### src/rtl/rx_ctrl_pkg.sv
// rtl/rx_ctrl_pkg.sv - shared types, constants and RATE decode for the 802.11a receive frame controller
package rx_ctrl_pkg;

    typedef enum logic [2:0] {
        ST_IDLE    = 3'd0,
        ST_SIGNAL  = 3'd1,
        ST_SERVICE = 3'd2,
        ST_DATA    = 3'd3,
        ST_PAD     = 3'd4
    } state_t;

    localparam int SIG_W        = 24;
    localparam int SERVICE_BITS = 16;
    localparam int TAIL_BITS    = 6;

    localparam logic [3:0] RATE_6M  = 4'b1101;
    localparam logic [3:0] RATE_9M  = 4'b1111;
    localparam logic [3:0] RATE_12M = 4'b0101;
    localparam logic [3:0] RATE_18M = 4'b0111;
    localparam logic [3:0] RATE_24M = 4'b1001;
    localparam logic [3:0] RATE_36M = 4'b1011;
    localparam logic [3:0] RATE_48M = 4'b0001;
    localparam logic [3:0] RATE_54M = 4'b0011;

    // Data bits per OFDM symbol; 0 marks an unsupported RATE code.
    function automatic logic [7:0] ndbps(input logic [3:0] rate);
        case (rate)
            RATE_6M:  return 8'd24;
            RATE_9M:  return 8'd36;
            RATE_12M: return 8'd48;
            RATE_18M: return 8'd72;
            RATE_24M: return 8'd96;
            RATE_36M: return 8'd144;
            RATE_48M: return 8'd192;
            RATE_54M: return 8'd216;
            default:  return 8'd0;
        endcase
    endfunction

endpackage

### src/rtl/rx_signal_checker.sv
// rtl/rx_signal_checker.sv - combinational SIGNAL field decode and validation (parity check under RXC_PARITY_CHECK_EN)
module rx_signal_checker
    import rx_ctrl_pkg::*;
#(
    parameter int MAX_LEN = 4095
) (
    input  logic [23:0] sig,
    output logic [3:0]  rate,
    output logic [11:0] length,
    output logic [7:0]  ndbps_o,
    output logic        valid
);

`ifdef RXC_PARITY_CHECK_EN
    localparam bit PAR_CHECK = 1'b1;
`else
    localparam bit PAR_CHECK = 1'b0;
`endif

    // Field extraction: LENGTH arrives LSB first, so it is bit-reversed out of sig.
    always_comb begin
        rate   = sig[23:20];
        length = '0;
        for (int i = 0; i < 12; i++) begin
            length[i] = sig[18-i];
        end
        ndbps_o = ndbps(rate);
        valid   = (ndbps_o != 8'd0)
                && !sig[19]
                && (length != 12'd0)
                && (int'(length) <= MAX_LEN)
                && (sig[5:0] == 6'd0)
                && (!(^sig[23:6]) || !PAR_CHECK);
    end

endmodule

### src/rtl/rx_frame_controller.sv
// rtl/rx_frame_controller.sv - 802.11a RX frame controller: header hunt, SIGNAL check, SERVICE seeding, PSDU forward, PAD discard; option RXC_PARITY_CHECK_EN
module rx_frame_controller
    import rx_ctrl_pkg::*;
#(
    parameter int                HDR_W   = 12,
    parameter logic [HDR_W-1:0]  HEADER  = 12'hFFF,
    parameter int                MAX_LEN = 4095,
    parameter int                SEED_W  = 7,
    parameter int                CNT_W   = 16
) (
    input  logic        iClk,
    input  logic        iRst,
    input  logic        iEn,
    input  logic        iData,
    input  logic        iDSCMB_Out,
    output logic        oDSCMB_In,
    output logic        oDSCMB_SEN,
    output logic        oData,
    output logic        oValid,
    output logic [3:0]  oRate,
    output logic [11:0] oLength,
    output logic [7:0]  oNDBPS,
    output logic        oBusy,
    output logic        oDone,
    output logic        oErr
);

    // Only the previous HDR_W-1 / SIG_W-1 bits need storing; the newest bit is iData itself.
    state_t             state_q, state_d;
    logic [HDR_W-2:0]   hdr_q, hdr_d;
    logic [SIG_W-2:0]   sig_q, sig_d;
    logic [CNT_W-1:0]   bit_cnt_q, bit_cnt_d;
    logic [7:0]         sym_cnt_q, sym_cnt_d;
    logic [2:0]         tail_cnt_q, tail_cnt_d;
    logic               data_q, data_d;
    logic               valid_q, valid_d;
    logic [3:0]         rate_q, rate_d;
    logic [11:0]        length_q, length_d;
    logic [7:0]         ndbps_q, ndbps_d;
    logic               done_q, done_d;
    logic               err_q, err_d;

    logic [HDR_W-1:0]   hdr_word;
    logic [SIG_W-1:0]   sig_word;
    logic [3:0]         chk_rate;
    logic [11:0]        chk_length;
    logic [7:0]         chk_ndbps;
    logic               chk_valid;
    logic [7:0]         sym_next;
    logic [CNT_W-1:0]   data_last;

    assign hdr_word  = {hdr_q, iData};
    assign sig_word  = {sig_q, iData};
    assign sym_next  = (sym_cnt_q == ndbps_q - 8'd1) ? 8'd0 : sym_cnt_q + 8'd1;
    assign data_last = CNT_W'({length_q, 3'b000}) - CNT_W'(1);

    rx_signal_checker #(.MAX_LEN(MAX_LEN)) u_checker (
        .sig     (sig_word),
        .rate    (chk_rate),
        .length  (chk_length),
        .ndbps_o (chk_ndbps),
        .valid   (chk_valid)
    );

    // State, shift registers, counters and registered outputs.
    always_ff @(posedge iClk or posedge iRst) begin
        if (iRst) begin
            state_q    <= ST_IDLE;
            hdr_q      <= '0;
            sig_q      <= '0;
            bit_cnt_q  <= '0;
            sym_cnt_q  <= '0;
            tail_cnt_q <= '0;
            data_q     <= 1'b0;
            valid_q    <= 1'b0;
            rate_q     <= '0;
            length_q   <= '0;
            ndbps_q    <= '0;
            done_q     <= 1'b0;
            err_q      <= 1'b0;
        end else begin
            state_q    <= state_d;
            hdr_q      <= hdr_d;
            sig_q      <= sig_d;
            bit_cnt_q  <= bit_cnt_d;
            sym_cnt_q  <= sym_cnt_d;
            tail_cnt_q <= tail_cnt_d;
            data_q     <= data_d;
            valid_q    <= valid_d;
            rate_q     <= rate_d;
            length_q   <= length_d;
            ndbps_q    <= ndbps_d;
            done_q     <= done_d;
            err_q      <= err_d;
        end
    end

    // Next-state logic; nothing moves unless the bit strobe is high.
    always_comb begin
        state_d    = state_q;
        hdr_d      = hdr_q;
        sig_d      = sig_q;
        bit_cnt_d  = bit_cnt_q;
        sym_cnt_d  = sym_cnt_q;
        tail_cnt_d = tail_cnt_q;
        data_d     = data_q;
        valid_d    = 1'b0;
        rate_d     = rate_q;
        length_d   = length_q;
        ndbps_d    = ndbps_q;
        done_d     = 1'b0;
        err_d      = 1'b0;
        if (iEn) begin
            case (state_q)
                ST_IDLE: begin
                    if (hdr_word == HEADER) begin
                        hdr_d     = '0;
                        bit_cnt_d = '0;
                        state_d   = ST_SIGNAL;
                    end else begin
                        hdr_d = hdr_word[HDR_W-2:0];
                    end
                end
                ST_SIGNAL: begin
                    sig_d = sig_word[SIG_W-2:0];
                    if (bit_cnt_q == CNT_W'(SIG_W - 1)) begin
                        bit_cnt_d = '0;
                        if (chk_valid) begin
                            rate_d    = chk_rate;
                            length_d  = chk_length;
                            ndbps_d   = chk_ndbps;
                            sym_cnt_d = '0;
                            state_d   = ST_SERVICE;
                        end else begin
                            err_d   = 1'b1;
                            state_d = ST_IDLE;
                        end
                    end else begin
                        bit_cnt_d = bit_cnt_q + CNT_W'(1);
                    end
                end
                ST_SERVICE: begin
                    sym_cnt_d = sym_next;
                    if (bit_cnt_q == CNT_W'(SERVICE_BITS - 1)) begin
                        bit_cnt_d = '0;
                        state_d   = ST_DATA;
                    end else begin
                        bit_cnt_d = bit_cnt_q + CNT_W'(1);
                    end
                end
                ST_DATA: begin
                    sym_cnt_d = sym_next;
                    data_d    = iDSCMB_Out;
                    valid_d   = 1'b1;
                    if (bit_cnt_q == data_last) begin
                        bit_cnt_d  = '0;
                        tail_cnt_d = '0;
                        state_d    = ST_PAD;
                    end else begin
                        bit_cnt_d = bit_cnt_q + CNT_W'(1);
                    end
                end
                ST_PAD: begin
                    sym_cnt_d = sym_next;
                    if (tail_cnt_q != 3'(TAIL_BITS)) begin
                        tail_cnt_d = tail_cnt_q + 3'd1;
                    end
                    // Current bit counts toward the tail; finish on the symbol boundary.
                    if ((tail_cnt_q >= 3'(TAIL_BITS - 1)) && (sym_next == 8'd0)) begin
                        done_d  = 1'b1;
                        state_d = ST_IDLE;
                    end
                end
                default: state_d = ST_IDLE;
            endcase
        end
    end

    assign oDSCMB_In  = iEn & iData;
    assign oDSCMB_SEN = iEn && (state_q == ST_SERVICE) && (bit_cnt_q < CNT_W'(SEED_W));
    assign oData      = data_q;
    assign oValid     = valid_q;
    assign oRate      = rate_q;
    assign oLength    = length_q;
    assign oNDBPS     = ndbps_q;
    assign oBusy      = (state_q != ST_IDLE);
    assign oDone      = done_q;
    assign oErr       = err_q;

endmodule

### config.mk
export PLATFORM = sky130hd
export DESIGN_NAME = rx_frame_controller
export DESIGN_NICKNAME = d
export VERILOG_FILES = /design/src/rtl/rx_ctrl_pkg.sv /design/src/rtl/rx_signal_checker.sv /design/src/rtl/rx_frame_controller.sv
export SDC_FILE = /design/constraint.sdc
export NUM_CORES = 1
export LEC_CHECK = 0
export CAP_MARGIN = 20
export CORE_MARGIN = 3
export CORE_UTILIZATION = 55
export DETAILED_ROUTE_END_ITERATION = 8
export DONT_BUFFER_PORTS = 1
export PLACE_DENSITY = 0.66
export SYNTH_ARGS = -nofsm -noshare
export SYNTH_HDL_FRONTEND = slang
export SYNTH_SLANG_ARGS = --single-unit
### constraint.sdc
create_clock -name iClk -period 5.5 [get_ports iClk]
set_input_delay 0.55 -clock iClk [delete_from_list [all_inputs] [get_ports iClk]]
set_output_delay 0.55 -clock iClk [all_outputs]
set_load 0.02 [all_outputs]
* Word level (Yosys, flattened, before mapping) *
Memories as Yosys holds them, arrays and structs flattened.
Index checks and enable logic that the tools add are counted.

cells by class
  add/subtract/negate cells = 5
  $lt $le $gt $ge = 2
  equality and inequality tests = 17
  muxes and demuxes = 29
  bitwise gates (word level) = 1
  reductions and logical operators = 25

operators with widths
  operator               count
  $mux 16                4
  $pmux 16 s4            1
  $mux 8                 3
  $mux 3                 7
  $add 16x1->16 const B  1
  $eq 16x16->1           1
  $eq 16x4->1 const B    1
  $eq 16x5->1 const B    1
  $lt 16x3->1 const B    1
  $pmux 8 s2             1
  $sub 15x1->16 const B  1
  $pmux 3 s5             1
  $ne 2x2->1 const B     7
  $eq 12x12->1 const B   1
  $reduce_and 4->1       3
  $reduce_bool 12->1     1
  $mux 11                1
  $mux 1                 9
  $add 8x1->8 const B    1
  $eq 8x8->1             1
  $logic_not 8->1        1
  $reduce_bool 8->1      1
  $sub 8x1->8 const B    1
  $eq 3x2->1 const B     2
  19 further kinds       27

word-level totals
  register bits after elaboration = 92
  ROM bits = 96
  memories kept = 1

memories
  memory            words  bits a word  rd ports  clocked after memory_dff  write ports  line               source
  (name not given)  16     6            1         0                         0            rx_ctrl_pkg.sv:27  case (rate)

* Longest topological paths before layout *
Gate-level depths: netlist (run 1).
An unclocked memory read counts as a cell.

  depth after elaboration = 9
  depth in mapped cells = 13
  mapped depth without buffers = 10

* Hierarchy *
Synthesis (run 1) repeated with hierarchy kept, for this count alone.

second synthesis, totals
  cell total of the unflattened synthesis = 577
  area, all modules = 5,532.8 um^2

modules (own cells, without submodules)
  module               instances  cells each  area an instance (um^2)  seq. area each (um^2)
  rx_frame_controller  1          538         5,255.0                  2,302.2
  rx_signal_checker    1          39          277.8                    0.0

* Worst setup path after synthesis (run 1) *
OpenSTA, ideal clock, no wires.

  path kind = register to register
  start = register length_q[0], in the netlist oLength[0]
  end = register state_q[1]
  setup time = 0.126 ns
  data arrival time = 2.826 ns
  required time = 5.374 ns
  setup slack = 2.548 ns
  cell stages (with the launch flop) = 12
  clock period less this slack = 2.952 ns
  cell sequence = dfrtp_1 -> inv_1 -> ha_1 -> or4b_1 -> buf_2 -> o31a_1 -> o32ai_1 -> o21ai_1 -> a41o_2 -> nand2_1 -> mux2_1 -> a221o_1

between the ends
  longest elaborated chain between the ends = 4

RTL lines
  what                        line                        source
  start, declared             rx_frame_controller.sv:38   logic [11:0] length_q, length_d;
  start signal, assigned      rx_frame_controller.sv:91   length_q <= length_d;
  $sub 15x1->16               rx_frame_controller.sv:55   assign data_last = CNT_W'({length_q, 3'b000}) - CNT_W'(1);
  $eq 16x16->1                rx_frame_controller.sv:155  if (bit_cnt_q == data_last) begin
  $ne 2x2->1 (no line)        n/a
  $reduce_and 6->1 (no line)  n/a
  end signal, assigned        rx_frame_controller.sv:82   state_q <= state_d;
  end, declared               rx_frame_controller.sv:29   state_t state_q, state_d;

Every way passes these cells.
A chain may end at the register's enable or synchronous reset.

* Worst setup path after layout (run 1) *
  start = register length_q[0], in the netlist oLength[0]
  end = register bit_cnt_q[12]

between the ends
  longest elaborated chain between the ends = 4

RTL lines
  what                  line                        source
  $sub 15x1->16         rx_frame_controller.sv:55
  $eq 16x16->1          rx_frame_controller.sv:155
  $mux 16               rx_frame_controller.sv:155
  $pmux 16 s4           rx_frame_controller.sv:114  case (state_q)
  end signal, assigned  rx_frame_controller.sv:85   bit_cnt_q <= bit_cnt_d;
  end, declared         rx_frame_controller.sv:32   logic [CNT_W-1:0] bit_cnt_q, bit_cnt_d;

Every way passes these cells.

==> key figures, run 1 <==
Detailed routing
  – DRC Markers: 0
  – Number of routed nets with antenna violations: 0
  – Pre-antenna DRT Iters: 5
  – DR vias/cell: roughly 6.0
  – Total number of vias: 3591
  – Post-Route WL: about 9.9 mm
  – DR iter-0 viols: between 100 and 150
  – Routed WL per cell: around 17 µm

Synth
  – Synth Register Bits: 90
  – Ys Warns: 0
  – Sequential share of the synthesized area: a little under half
  – Ys async rst share: 100%
  – Synth Area per Inst: around 9.6 µm²
  – Synthesized area: between 4000 and 5000 µm²
  – Synth Instances: around 500
  – Synth Flop Type: dfrtp_1
  – Post-synth EDFFs: 0
  – Yosys cell types: 57

STA
  – Final Hold Fails: 0
  – Slew headroom: just under 50%
  – Final TNS setup: 0 ns
  – Slew Limit Fails: 0
  – Fmax achieved: a little under 300 MHz
  – Worst Skew: 0.00847 ns
  – Slew @ Worst Pin: between 0.7 and 0.8 ns
  – Tmin final: between 3 and 4 ns
  – RSZ-0062 raised after global routing: no
  – Setup-failing EPs final: 0
  – Period utilization: 61.6%

Floorplanning
  – Chip Width: around 100 µm
  – FP Rows: 33
  – Die span in y: between 90 and 100 µm
  – # IOs: 36
  – Core area: between 8000 and 9000 µm²
  – Initial core utilization: 57.6%
  – Die area: around 9900 µm²

Global routing
  – Initial antenna violation count: 0
  – GR Overflow Total: 0
  – GRT Util Overall: about a fifth
  – First-pass GRT wire length: 17.1 mm
  – Largest net degree at the start of global routing: just over 80
  – Vias in the first global route: roughly 3500

Setup path
  – FF-to-FF Start: oLength[0]
  – CP Max Fanout: 23
  – CP arrival: 3.67 ns
  – CP startpoint: oLength[0]
  – RR Endpoint: bit_cnt_q[12]
  – CP Launch Type: flop
  – Nature of the critical path endpoint: flop
  – WS Path Type: flop to flop
  – FF-to-FF setup slack: 2.11 ns
  – Setup crit end: bit_cnt_q[12]
  – Worst EP required: 5.78 ns
  – R2r worst-path depth: 11

Min path
  – Worst Hold Class: primary input to flop

Placement
  – IO buf count: 0
  – Hpwl dp: around 7 mm
  – RD Place Congestion: between 0.8 and 0.9
  – Placement Cell Area: approximately 4800 µm²

Power and ir drop
  – Max VDD drop: 0.000197 V
  – Lkg Pwr: roughly 0.0023 µW
  – Pwr Density: 341 nW/µm²

Clock tree
  – CTS H-Tree Depth: 3
  – Worst-skew pair later-pin latency: ~0.36 ns
  – Post-CTS setup buffers: 0
  – CTS Root Cell: clkbuf_8
  – CTS Buf Count: 9
  – CTS sink cnt: 90
  – Clock Tree Buf Depth: 2
  – CTS tree: built
  – Post-cts resize count: 0
  – CTS clock-pin slew for the worst setup and hold paths: 0.09 ns

Cells and area
  – Fin nets: roughly 500
  – P&R area growth vs syn: 5.03%
  – N_diodes: 0
  – Share of layout cells above drive strength 1: between 10% and 20%
  – Fin area: around 5000 µm²

Status
  – Status: finished, final reports clean

Job
  – Max Cap Violations: 0
final cells by class:
type	count	area, µm²
Fill cell	727	3310
Multi-Input combinational cell	366	2370
Sequential cell	90	2250
Tap cell	105	131
Clock buffer	10	128
Timing Repair Buffer	6	75.1
Inverter	16	61.3
Clock inverter	6	50.0
report_power, final:
group	internal [µW]	switching [µW]	leakage, µW	total [µW]
clock	171	249	0.0000892	420
sequential	789	135	0.00121	924
combinational	179	204	0.000967	383
critical path, cell delays in order (launching register included):
cell,delay [ns]
dfrtp_1,0.51
inv_1,0.10
ha_1,0.25
or4b_1,0.59
o31a_1,0.33
o32ai_1,0.22
o21ai_1,0.11
a41o_2,0.24
a21oi_2,0.34
buf_8,0.23
or2b_1,0.24
a31oi_1,0.15
registers in the layout, indices dropped and copies added, names as in the netlist, 3 cells and up:
register and count:
state_q 3, hdr_q 11, sig_q 23, bit_cnt_q 16
oLength 12, sym_cnt_q 8, oNDBPS 6, tail_cnt_q 3
oRate 4
cells by family (layout without fill, tap and decap cells):
kind of cell,Yosys count,count (layout),share of synthesized area [%]
compound gates,107,107,13.8
mux,45,45,10.4
other cells,1,2,0.0777
fa+ha+maj,7,7,1.81
simple gates,185,185,19.3
xor+xnor,20,20,3.63
flops,90,90,46.7
buf+inv,47,38,4.33
timing repair:
action | 4_1_cts | 5_1_grt
setup endpoints to repair | 0 | 0
endpoints found under the hold margin | 8 | 0
hold buffers | 1 | 0
synth_stat cells (13+ instances only):
cell      count  area, µm²
nand2_1      61        229
inv_1        16       60.1
nor2_1       25       93.8
clkbuf_1     24       90.1
a21oi_1      16       80.1
nor3_1       13       65.1
dfrtp_1      90       2250
nand2b_1     14       87.6
a31oi_1      15       93.8
nand3_1      22        110
mux2_2       39        439
o21ai_0      41        205
layer usage:
metal / global-route usage (%) / routed length [µm]
met4: 4.83 / 94
met2: 33.2 / 4680
met3: 4.00 / 341
met1: 30.8 / 4810
met5: 0 / 0
metrics by stage:
step                      util (%)  hold WS (ns)  power (µW)  worst slack (ns)  cells
final                         60.5         0.341        1730              2.11    599
after global routing          60.5         0.333        1850              1.85    599
after CTS                     60.0         0.331        1740              1.76    597
after detailed placement      57.7         0.328        1310              1.75    580
after global placement        57.7         0.330        1290              1.86    580
after floorplan                  -         0.449        1230              2.55    503
layout by cell type (no fill, tap or decap), types with 2 or more instances in the layout:
master / instances
a21o_1: 3
a21oi_1: 16
a22o_1: 2
a31oi_1: 15
a41oi_1: 4
and2_1: 5
and3_1: 12
buf_4: 3
clkbuf_8: 9
clkinv_2: 2
conb_1: 2
dfrtp_1: 90
ha_1: 7
inv_1: 15
inv_6: 2
mux2_2: 39
mux2i_1: 5
nand2_1: 61
nand2b_1: 14
nand3_1: 22
nand3b_1: 3
nand4_1: 7
nor2_1: 24
nor2b_1: 2
nor3_1: 13
nor4_1: 8
nor4b_1: 3
o211ai_1: 4
o21ai_0: 41
o21ai_1: 3
o31ai_1: 3
or3_1: 2
or4_1: 3
xnor2_1: 10
xor2_1: 10
worst min-delay path by stage:
stage          slack [ns]  startpoint  depth (start not counted)      endpoint
3_3_place_gp         0.33        iRst                          1  sym_cnt_q[7]
2_1_floorplan        0.45   hdr_q[10]                          2     hdr_q[10]
6_report             0.34       iData                          2      hdr_q[0]
3_5_place_dp         0.33        iRst                          1  sym_cnt_q[7]
4_1_cts              0.33         iEn                          2         oDone
5_1_grt              0.33       iData                          1      sig_q[0]
Note: power is estimated with default switching activity, not from simulation.
==> run 2, diff against run 1 <==
--- a/config.mk
+++ b/config.mk
@@ -5,12 +5,13 @@
 export SDC_FILE = /design/constraint.sdc
 export NUM_CORES = 1
 export LEC_CHECK = 0
+export ABC_AREA = 1
 export CAP_MARGIN = 20
 export CORE_MARGIN = 3
 export CORE_UTILIZATION = 55
 export DETAILED_ROUTE_END_ITERATION = 8
 export DONT_BUFFER_PORTS = 1
-export PLACE_DENSITY = 0.66
+export PLACE_DENSITY = 0.69
 export SYNTH_ARGS = -nofsm -noshare
 export SYNTH_HDL_FRONTEND = slang
 export SYNTH_SLANG_ARGS = --single-unit
==> constraint.sdc (replaced) <==
create_clock -name iClk -period 3.1 [get_ports iClk]
set_input_delay 0.31 -clock iClk [delete_from_list [all_inputs] [get_ports iClk]]
set_output_delay 0.31 -clock iClk [all_outputs]
set_load 0.02 [all_outputs]
==> key figures, run 2 <==
Power and ir drop
  – Lkg Pwr: roughly 0.0026 µW
  – Max VDD drop: approximately 0.00040 V
  – Power consumption: 3010 µW
  – Pwr Density: a little under 600 nW/µm²

Clock tree
  – CTS clock-pin slew for the worst setup and hold paths: ~0.090 ns
  – Post-CTS setup buffers: 0
  – CTS sink cnt: 90
  – Hold bufs inserted after CTS: 1
  – CTS Buf Count: 9
  – Clock Tree Buf Depth: 2
  – Post-cts resize count: 0
  – CTS H-Tree Depth: 3
  – Worst-skew pair later-pin latency: approximately 0.36 ns
  – CTS tree: built
  – CTS Root Cell: clkbuf_8

Global routing
  – First-pass GRT wire length: between 15 and 20 mm
  – GR Overflow Total: 0
  – Vias in the first global route: 3752
  – Initial antenna violation count: 0
  – Largest net degree at the start of global routing: 48
  – GRT Util Overall: approximately 22%

Detailed routing
  – DR vias/cell: ~5.4
  – Post-Route WL: around 11 mm
  – Total number of vias: between 4000 and 5000
  – Number of routed nets with antenna violations: 0
  – DR iter-0 viols: approximately 220
  – DRC Markers: 0
  – Routed WL per cell: between 10 and 15 µm
  – Pre-antenna DRT Iters: 5

Placement
  – IO buf count: 0
  – RD Place Congestion: between 0.8 and 0.9
  – Placement Cell Area: about 5000 µm²
  – Placed cell count: 744
  – Hpwl dp: about 7.8 mm

Synth
  – Synth Flop Type: dfrtp_1
  – Synth Instances: 653
  – Yosys cell types: 34
  – Ys async rst share: 100%
  – Post-synth EDFFs: 0
  – Top post-synthesis cells by count: 169 x nand2_1, 90 x dfrtp_1, 88 x inv_1
  – Synth Area per Inst: 7.52 µm²
  – Synthesized area: just under 5000 µm²
  – Ys Warns: 0
  – Synth top area cells: dfrtp_1 46%, nand2_1 13%, inv_1 6.7%
  – Synth top area share: between 40% and 50%
  – Synth Register Bits: 90
  – Synth area leader: dfrtp_1
  – Most common cell in the netlist: nand2_1
  – Sequential share of the synthesized area: a little under half

Job
  – Max Cap Violations: 0

Cells and area
  – Number of fill cells: between 700 and 800
  – Largest reg by FF count: sig_q
  – Fin nets: between 600 and 700
  – Final Non-Filler Cells: between 700 and 800
  – Area of the multi-input gates: between 2000 and 2500 µm²
  – Register area: around 2300 µm²
  – Number of flip-flops in the largest register: 23
  – Most common cell after layout, fill and taps aside: nand2_1
  – Fin area: roughly 5200 µm²
  – N_diodes: 0
  – Most frequent cells in the layout: 169 x nand2_1, 90 x dfrtp_1, 87 x inv_1
  – P&R area growth vs syn: 6.04%
  – Share of layout cells above drive strength 1: approximately 6.3%

Floorplanning
  – # IOs: 36
  – Die area: between 10000 and 15000 µm²
  – Core area: 8420 µm²
  – Initial core utilization: between 50 and 60%
  – Die span in y: 100 µm
  – FP Rows: 33
  – Chip Width: about 100 µm

STA
  – Slew Limit Fails: 0
  – Setup-failing EPs final: 0
  – Slew headroom: between 40% and 50%
  – Slew @ Worst Pin: between 0.7 and 0.8 ns
  – Period utilization: between 70% and 80%
  – RSZ-0062 raised after global routing: no
  – Fmax achieved: between 400 and 500 MHz
  – Final Hold Fails: 0
  – Final TNS setup: 0 ns
  – Tmin final: 2.41 ns
  – Worst Skew: 0.0143 ns

Setup path
  – Nature of the critical path endpoint: flop
  – Worst EP required: around 3.3 ns
  – CP arrival: approximately 2.6 ns
  – CP Max Fanout: 14
  – CP Launch Type: flop
  – WS Path Type: flop to flop

Min path
  – Worst Hold Class: primary input to flop

Status
  – Status: finished, final reports clean
## run 2: cell count changes after synthesis, moves of 8 or more
cell      delta
and3_1      -12
nand3_1     +32
inv_1       +72
mux2_2      -39
a31oi_1     -13
nand2_1    +108
a21oi_1      -8
o22ai_1     +13
o21ai_0     +21
clkbuf_1    -13
nand2b_1    -14
nand4_1      +8
nor2_1      +29
## run 2: final timing paths
kind                            start      endpoint  slack (ns)  depth (start not counted)
max                        oLength[0]  bit_cnt_q[3]        0.69                         14
min                        iDSCMB_Out         oData        0.07                          2
max reg2reg                oLength[0]  bit_cnt_q[3]        0.69                         14
min reg2reg                 sig_q[11]     sig_q[11]        0.49                          2
max in group asynchronous        iRst     sig_q[14]        1.77                          3
min in group asynchronous        iRst      oRate[0]        0.54                          2
## run 2: report_power, final
part	switching, µW	internal [µW]
registers	145	1350
clock network	433	400
logic	455	230
total	1030	1980
## run 2: layout make-up
class,count,share of cell area [%]
inverters,90,6.51
well taps,105,2.52
clock buffers,11,2.72
repair buffers,7,1.06
flip-flops and latches,90,43.3
clock inverters,5,1.20
multi-input cells,453,42.7
## run 2: metal layers
metal / vias up / track usage [%] / share of wire (%)
met4: 0 / 7.46 / 1.4
met3: 14 / 3.39 / 4.4
met1: 1911 / 33.0 / 51
met5: - / 0 / 0
met2: 92 / 33.8 / 44
li1: 2092 / - / -
## run 2: critical path, stage by stage, from the launching register on
cell	delay, ns
dfrtp_1	0.56
inv_1	0.15
ha_1	0.31
inv_1	0.10
nand2_1	0.06
nand3_1	0.09
nand2_1	0.05
nor2_1	0.09
nand3_1	0.07
nor2_1	0.08
nand4_1	0.12
nand2_1	0.13
nand2_2	0.10
nand2_2	0.24
o22ai_1	0.12
## run 2: per-stage QoR
step	setup WS, ns	util, %	hold WS [ns]
floorplan	0.455	-	0.420
global placement	0.779	59.3	0.361
detailed placement	0.698	59.3	0.356
CTS	0.675	61.8	0.0656
global route	0.438	61.8	0.0695
finish	0.688	61.8	0.0723
## run 2: cell families after synthesis
group / Yosys count / share of synthesized area [%]
buffers and inverters: 111 / 8.89
AND/OR/NAND/NOR: 328 / 28.9
other: 1 / 0.0764
adder cells (fa/ha/maj): 7 / 1.78
AO/OA/AOI/OAI: 92 / 10.1
multiplexers: 1 / 0.204
XOR/XNOR: 23 / 4.10
flip-flops: 90 / 45.9
